### config.mk
export PLATFORM = sky130hd
export DESIGN_NAME = instr_fetch_unit
export DESIGN_NICKNAME = d
export VERILOG_FILES = /design/src/rtl/fetch_pkg.sv /design/src/rtl/fetch_fifo.sv /design/src/rtl/instr_fetch_unit.sv
export SDC_FILE = /design/constraint.sdc
export NUM_CORES = 1
export LEC_CHECK = 0
export BUFFER_PORTS_ARGS = -buffer_cell sky130_fd_sc_hd__buf_2
export CAP_MARGIN = 20
export CORE_MARGIN = 3
export CORE_UTILIZATION = 35
export CTS_BUF_LIST = sky130_fd_sc_hd__clkbuf_4 sky130_fd_sc_hd__clkbuf_8
export DETAILED_ROUTE_END_ITERATION = 12
export PLACE_DENSITY = 0.65
export SYNTH_ARGS = -nofsm -noshare
export SYNTH_HDL_FRONTEND = slang
export SYNTH_SLANG_ARGS = --single-unit
export TNS_END_PERCENT = 5
### constraint.sdc
create_clock -name clk -period 3.1 [get_ports clk]
set_input_delay 0.155 -clock clk [delete_from_list [all_inputs] [get_ports clk]]
set_output_delay 0.155 -clock clk [all_outputs]
set_load 0.01 [all_outputs]
### src/rtl/fetch_pkg.sv
// Shared types and helpers for the instruction fetch unit and its fetch buffer.
package fetch_pkg;

    typedef enum logic [1:0] {
        IDLE,
        REQ,
        WAIT_LO,
        WAIT_HI
    } fetch_state_e;

    typedef struct packed {
        logic [31:0] pc;
        logic [31:0] instr;
    } fetch_entry_t;

    localparam logic [31:0] PC_STEP = 32'd4;

    function automatic logic [31:0] align_pc(input logic [31:0] raw_pc);
        return raw_pc & ~32'h3;
    endfunction

endpackage

### src/rtl/fetch_fifo.sv
// Synchronous FIFO of fetched {pc, instr} entries; flush clears it and overrides push/pop.
module fetch_fifo
    import fetch_pkg::*;
#(
    parameter int DEPTH = 4
) (
    input  logic                     clk,
    input  logic                     rst_n,
    input  logic                     push,
    input  logic                     pop,
    input  logic                     flush,
    input  fetch_entry_t             wdata,
    output fetch_entry_t             rdata,
    output logic [$clog2(DEPTH):0]   count,
    output logic                     full,
    output logic                     empty
);

    localparam int PTR_W = $clog2(DEPTH);
    localparam logic [PTR_W:0] DEPTH_C = (PTR_W + 1)'(DEPTH);

    fetch_entry_t mem [DEPTH];
    logic [PTR_W-1:0] wr_ptr;
    logic [PTR_W-1:0] rd_ptr;
    logic do_push;
    logic do_pop;

    assign full    = (count == DEPTH_C);
    assign empty   = (count == '0);
    assign do_pop  = pop && !empty && !flush;
    assign do_push = push && !full && !flush;
    assign rdata   = mem[rd_ptr];

    always_ff @(posedge clk or negedge rst_n) begin
        if (!rst_n) begin
            wr_ptr <= '0;
            rd_ptr <= '0;
            count  <= '0;
        end else if (flush) begin
            wr_ptr <= '0;
            rd_ptr <= '0;
            count  <= '0;
        end else begin
            if (do_push) begin
                wr_ptr <= wr_ptr + 1'b1;
            end
            if (do_pop) begin
                rd_ptr <= rd_ptr + 1'b1;
            end
            case ({do_push, do_pop})
                2'b10:   count <= count + 1'b1;
                2'b01:   count <= count - 1'b1;
                default: count <= count;
            endcase
        end
    end

    // Storage needs no reset: contents are only visible while count says they are valid.
    always_ff @(posedge clk) begin
        if (do_push) begin
            mem[wr_ptr] <= wdata;
        end
    end

endmodule

### src/rtl/instr_fetch_unit.sv
// Instruction fetch requester: sequential PC generation, one outstanding fetch, buffered output, redirect/squash.
// Optional statistics counters are built when FETCH_STATS_EN is defined.
module instr_fetch_unit
    import fetch_pkg::*;
#(
    parameter int          FIFO_DEPTH = 4,
    parameter logic [31:0] RESET_PC   = 32'h0,
    parameter int          ADDR_W     = 25
) (
    input  logic              clk,
    input  logic              rst_n,
    output logic              instr_enable,
    output logic [ADDR_W-1:0] instr_addr,
    input  logic              instr_valid,
    input  logic [31:0]       instr_result,
    output logic              out_valid,
    input  logic              out_ready,
    output logic [31:0]       out_instr,
    output logic [31:0]       out_pc,
    input  logic              redirect_valid,
    input  logic [31:0]       redirect_pc,
    output logic [31:0]       stat_fetches,
    output logic [31:0]       stat_squashes
);

    localparam int CNT_W = $clog2(FIFO_DEPTH) + 1;
    localparam logic [CNT_W-1:0] DEPTH_C = CNT_W'(FIFO_DEPTH);

    fetch_state_e state;
    fetch_state_e next_state;
    logic [31:0]  pc;
    logic [31:0]  next_pc;
    logic         squash;
    logic         next_squash;

    logic             accept;
    logic             response;
    logic             push;
    logic             pop;
    logic             has_free;
    logic             fifo_full;
    logic             fifo_empty;
    logic [CNT_W-1:0] fifo_count;
    fetch_entry_t     push_entry;
    fetch_entry_t     head;

    assign accept     = (state == REQ) && instr_valid;
    assign response   = (state == WAIT_HI) && instr_valid;
    assign push       = response && !squash && !redirect_valid && !fifo_full;
    assign pop        = out_valid && out_ready && !redirect_valid;
    assign has_free   = (fifo_count != DEPTH_C);
    assign push_entry = '{pc: pc, instr: instr_result};

    assign instr_enable = (state == REQ);
    assign instr_addr   = instr_enable ? pc[ADDR_W-1:0] : '0;
    assign out_valid    = !fifo_empty;
    assign out_instr    = head.instr;
    assign out_pc       = head.pc;

    fetch_fifo #(
        .DEPTH (FIFO_DEPTH)
    ) u_fifo (
        .clk   (clk),
        .rst_n (rst_n),
        .push  (push),
        .pop   (pop),
        .flush (redirect_valid),
        .wdata (push_entry),
        .rdata (head),
        .count (fifo_count),
        .full  (fifo_full),
        .empty (fifo_empty)
    );

    always_ff @(posedge clk or negedge rst_n) begin
        if (!rst_n) begin
            state  <= IDLE;
            pc     <= RESET_PC;
            squash <= 1'b0;
        end else begin
            state  <= next_state;
            pc     <= next_pc;
            squash <= next_squash;
        end
    end

    // A redirect always wins the PC; an in-flight fetch is marked squashed unless it completes this cycle.
    always_comb begin
        next_state  = state;
        next_pc     = pc;
        next_squash = squash;
        case (state)
            IDLE: begin
                if (!redirect_valid && has_free) begin
                    next_state = REQ;
                end
            end
            REQ: begin
                if (accept) begin
                    next_state = WAIT_LO;
                    if (redirect_valid) begin
                        next_squash = 1'b1;
                    end
                end else if (redirect_valid) begin
                    next_state = IDLE;
                end
            end
            WAIT_LO: begin
                if (!instr_valid) begin
                    next_state = WAIT_HI;
                end
                if (redirect_valid) begin
                    next_squash = 1'b1;
                end
            end
            WAIT_HI: begin
                if (instr_valid) begin
                    next_state  = IDLE;
                    next_squash = 1'b0;
                    if (!squash) begin
                        next_pc = pc + PC_STEP;
                    end
                end else if (redirect_valid) begin
                    next_squash = 1'b1;
                end
            end
            default: next_state = IDLE;
        endcase
        if (redirect_valid) begin
            next_pc = align_pc(redirect_pc);
        end
    end

`ifdef FETCH_STATS_EN
    logic [31:0] fetch_cnt;
    logic [31:0] squash_cnt;

    // A response that arrives together with a redirect is discarded, so it counts as squashed.
    always_ff @(posedge clk or negedge rst_n) begin
        if (!rst_n) begin
            fetch_cnt  <= '0;
            squash_cnt <= '0;
        end else begin
            if (push) begin
                fetch_cnt <= fetch_cnt + 32'd1;
            end
            if (response && (squash || redirect_valid)) begin
                squash_cnt <= squash_cnt + 32'd1;
            end
        end
    end

    assign stat_fetches  = fetch_cnt;
    assign stat_squashes = squash_cnt;
`else
    assign stat_fetches  = '0;
    assign stat_squashes = '0;
`endif

endmodule

==> Word-level counts from Yosys, hierarchy flattened <==
Memories as Yosys holds them, arrays and structs flattened.
Index checks and enable logic that the tools add are counted.
{ "totals": {"romBits": 0, "inputBits": 69, "latchBits": 0, "ramBits": 256, "memories": 1, "wordCells": 75, "reg_bits": 42, "out_inout_bits": 155} }
{ "mem_list": {"columns": ["memory", "depth", "word_bits", "rd", "rd_ports_with_merged_regs", "wr", "line_no", "source"], "rows": [
  ["u_fifo.mem", 4, 64, 1, 0, 1, "fetch_fifo.sv:22", "fetch_entry_t mem [DEPTH];"]
]} }
{ "classes": {"mux": 23, "shift": 0, "n_addsub": 5, "n_bitwise": 0, "eq_ne": 13, "div": 0, "reduce_logical": 27, "multipliers": 0, "magnitude_cmp": 0} }
{ "op_table": {"columns": ["operator", "count"], "rows": [
  ["$mux 32", 4],
  ["$add 32x3->32 const B", 1],
  ["$mux 25", 1],
  ["$mux 2", 9],
  ["$logic_and 1x1->1", 12],
  ["$ne 2x2->1 const B", 4],
  ["$pmux 2 s4", 1],
  ["$reduce_bool 2->1", 4],
  ["$eq 2x2->1 const B", 3],
  ["$pmux 3 s2", 1],
  ["$reduce_bool 3->1", 2],
  ["$mux 1", 5],
  ["$add 2x1->2 const B", 2],
  ["$eq 2x1->1 const B", 2],
  ["$logic_not 1->1", 4],
  ["$reduce_and 4->1", 1],
  ["$add 3x1->3 const B", 1],
  ["$eq 3x3->1 const B", 1],
  ["$logic_not 3->1", 1],
  ["$mux 3", 1],
  ["$ne 3x1->1 const B", 1],
  ["$ne 3x3->1 const B", 1],
  ["$pmux 1 s3", 1],
  ["$reduce_and 3->1", 1],
  ["other kinds (4)", 4]
]} }

==> Logic depth before layout (Yosys ltp) <==
{ "logic_depth": {"word_depth": 10, "mapped_depth": 9, "mapped_depth_nobuf": 7} }

==> By module <==
From an unflattened synthesis, not the netlist that was laid out.
{ "hier_totals": {"cells_unflattened": 728, "hier_area_um2": 12475.7} }
{ "modules_own_cells": {"columns": ["mod", "cells_per_inst", "area_per_inst_um2", "instances"], "rows": [
  ["fetch_fifo", 399, 9805.7, 1],
  ["instr_fetch_unit", 329, 2670.1, 1]
]} }

==> Worst setup path after synthesis <==
Ideal clock, no wire load.
{ "synth_path": {"path_type": "register to register", "startpoint": "register state[0]", "endpoint": "memory u_fifo.mem[2][0] (netlist bit), enable pin", "path_buffers": 2, "arrival_ns": 2.660, "path_stages_with_launch": 6, "setup_time_ns": 0.426, "t_required_ns": 2.674, "synth_period_minus_slack_ns": 3.087, "slack_ns": 0.013, "path_cell_list": "dfrtp_1 -> buf_2 -> nand4b_4 -> nor3_1 -> clkbuf_1 -> and2_1"} }
{ "synth_via": {"elab_chain_cells": 9} }
{ "synth_rtl": {"columns": ["element", "line_no", "source"], "rows": [
  ["start, declared", "instr_fetch_unit.sv:29", "fetch_state_e state;"],
  ["start signal, assigned", "instr_fetch_unit.sv:81", "state <= next_state;"],
  ["$eq 2x2->1", "instr_fetch_unit.sv:48", "assign response = (state == WAIT_HI) && instr_valid;"],
  ["$logic_and 1x1->1", "instr_fetch_unit.sv:48", null],
  ["$logic_and 1x1->1 (3 in series)", "instr_fetch_unit.sv:49", "assign push = response && !squash && !redirect_valid && !fifo_full;"],
  ["$logic_and 1x1->1 (2 in series)", "fetch_fifo.sv:31", "assign do_push = push && !full && !flush;"],
  ["$mux 1", "fetch_fifo.sv:60", "if (do_push) begin"],
  ["$mux 1 (not written as such)", "fetch_fifo.sv:61", "mem[wr_ptr] <= wdata;"],
  ["end, declared", "fetch_fifo.sv:22", null]
]} }
Every way passes these cells.

==> Worst setup path in the final report <==
{ "layout_path": {"startpoint": "register state[0]", "endpoint": "output instr_addr[22]"} }
{ "layout_via": {"elab_chain_cells": 2} }
{ "layout_rtl": {"columns": ["element", "line_no", "source"], "rows": [
  ["$eq 2x1->1", "instr_fetch_unit.sv:54", "assign instr_enable = (state == REQ);"],
  ["$mux 25", "instr_fetch_unit.sv:55", "assign instr_addr = instr_enable ? pc[ADDR_W-1:0] : '0;"],
  ["end, declared", "instr_fetch_unit.sv:13", "output logic [ADDR_W-1:0] instr_addr,"]
]} }
Every way passes these cells.

==> reports/qor.yml <==
run_status:
  status: "completed"
sta:
  post-route-min-period_ns: 2.48
  setup_tns_ns: 0
  drv_slew: 0
  setup_ws_ns: 0.622
  fin_skew_ns: 0.0243
  worst_pin_slew_ns: 0.781
  rsz0062_at_grt: "no"
  setup_viol: 0
  relSlewSlack_pct: 47.7
  hold_viol: 0
  fmax_mhz: 403
  period_share_pct: 79.9
critical_path:
  crit_fanout: 16
  crit_required_ns: 2.94
  setup.worst_path.start_class: "flop"
  setup.worst_path.end_class: "output port"
  cp.arrival_ns: 2.32
  crit_type: "flop to output port"
layout:
  antennaDiodeCount: 0
  layout.nets: 1011
  fill_cells: 2954
  synthToLayoutAreaGrowth_pct: 23.4
  drive_gt1_share_pct: 32.5
  fin_area_um2: 14700
logic_synthesis:
  synth.most_common_cell: "edfxtp_1"
  synth_area_leaders: "edfxtp_1, mux4_2, dfrtp_1"
  ys_warn_count: 0
  synth_edf_count: 248
  synth-main-ff-cell: "edfxtp_1"
  ys_seq_elements: 288
  synthesis.area_um2: 11900
  synth_top_area_share_pct: 62.4
  synthCells: 683
  ys_types: 39
  yosys.area.top_type: "edfxtp_1"
  synthTopCellsByCount: "edfxtp_1, buf_4, mux4_2"
  async_reset_ff_share_pct: 13.9
  synth.avg_cell_area_um2: 17.5
  ys_seq_area_share_pct: 70.8
place:
  postPlaceCellArea_um2: 13100
  pre_cts_slack_ns: 0.705
  port-buffer-count: 153
  gp_congestion: 0.736
  dp_hpwl_um: 16300
route:
  routedWlPerCell_um: 18.3
  vias: 6737
  wl_met1_um: 11000
  top_signal_layer_used: "met5"
  drtPass1Iterations: 4
  drcViolationCount: 0
  drt-total-wl_um: 25800
  antenna_left: 0
  routed-wl-met3_um: 2010
  wl_met2_um: 12400
  drtIter0Drc: 247
  vias_per_cell: 4.76
pwr:
  p_leak_nw: 5.24
  power_density_nw_per_um2: 643
  vdd_ir_drop_max_uv: 230
clock_tree:
  cts-root-buf: "clkbuf_8"
  cts_tree: "yes"
  cts_resized: 0
  clk_latency_ns: 0.56
  cts_buffers: 46
  cts_buffer_depth: 3
  htreeDepth: 2
  cts_hold_buf: 70
  post_cts_buffers: 0
  clkSlewWorstSetupHoldPaths_ns: 0.06
  clock_sinks: 288
floorplanning:
  die_w_um: 191
  die_h_um: 191
  num_rows: 66
  initial_core_util_pct: 36.1
  ios: 224
  coreArea_um2: 33000
  die-area_um2: 36300
min_path:
  hold_class: "input port to async pin"
global_route:
  grt_pass1_wl_um: 39600
  grt_max_degree: 42
  overflow: 0
  grtUsageTotal_pct: 14.2
  grt_pass1_vias: 6730
  antenna_found_initial: 1
job:
  maxCapViolations: 0
routing by layer:
metal,vias to the layer above,track usage (%)
li1,3071,-
met1,3369,19.0
met2,255,23.0
met3,40,3.77
met4,2,3.78
met5,-,0
cells in the final DEF (no fill, tap or decap), types with 3 or more instances in the layout:
| cell | count |
|---|---|
| ha_1 | 5 |
| and2_4 | 4 |
| dfrtp_1 | 38 |
| conb_1 | 68 |
| a31oi_1 | 15 |
| or3_1 | 5 |
| nor3_1 | 6 |
| nand3_1 | 12 |
| clkinv_2 | 6 |
| nor2_1 | 22 |
| buf_4 | 11 |
| o211ai_1 | 5 |
| edfxtp_1 | 248 |
| xnor2_1 | 7 |
| clkbuf_8 | 50 |
| nand2_1 | 30 |
| mux4_2 | 62 |
| o21ai_0 | 14 |
| mux2_2 | 3 |
| and2_1 | 24 |
| clkbuf_4 | 8 |
| dlygate4sd3_1 | 70 |
| xor2_1 | 7 |
| inv_1 | 6 |
| mux2i_1 | 3 |
| or4_1 | 17 |
| clkinv_1 | 14 |
| and4_1 | 3 |
| nand4_1 | 12 |
| buf_2 | 153 |
| buf_12 | 7 |
| o31ai_1 | 13 |
kinds of logic after synthesis:
kind of cell,synth area share (%)
xor gates and xnor gates,1.03
buffers and inverters,5.70
DFF,70.8
AOI/OAI and AO/OA,2.66
adders and majority gates,0.692
other,0.0314
and+or+nand+nor,6.85
muxes,12.2
cell type report:
type	count	area (um^2)	area share (%)
flip-flops and latches	288	8460	57.4
clock inverters	26	180	1.22
repair buffers	241	1690	11.5
clock buffers	58	748	5.08
multi-input cells	352	3070	20.8
well taps	442	553	3.76
inverters	7	26.3	0.178
path summary, 6_finish.rpt:
check,slack [ns],depth (start not counted),startpoint,endpoint
worst max-delay path,0.62,4,state[0],instr_addr[22]
worst min-delay path,0.02,2,rst_n,pc[29]
worst max register to register,0.71,4,pc[11],pc[19]
worst min register to register,0.58,2,squash,squash
max in group asynchronous,2.60,3,rst_n,u_fifo.rd_ptr[1]
min in group clk,0.36,4,redirect_pc[11],pc[11]
metrics by stage:
stage	cells	hold slack [ns]	utilization (%)	power, mW
6_report	1414	0.0196	44.6	9.46
3_5_place_dp	1259	0.367	39.6	6.30
5_1_grt	1414	0.0147	44.6	9.94
3_3_place_gp	1259	0.369	39.6	6.28
4_1_cts	1413	0.305	44.5	9.62
2_1_floorplan	750	-0.141	-	5.70
sequential cells by signal, indices dropped and copies added, names as in the netlist:
register	count
pc	30
state	2
u_fifo.wr_ptr	2
squash	1
u_fifo.rd_ptr	2
u_fifo.count	3
u_fifo.mem	248
worst max-delay path, cell delays in order, from the launching register on:
cell and delay (ns):
dfrtp_1 0.49, nor2b_2 0.71, buf_4 0.29, and2_1 0.14
buf_2 0.13
report_power, final:
group	switching [mW]	total (mW)	internal (mW)	leakage, nW
combinational	0.862	1.72	0.856	2.05
clock	1.45	3.21	1.76	0.482
sequential	0.181	4.53	4.35	2.71
total	2.49	9.46	6.97	5.24
(Power assumes the default switching activity.)
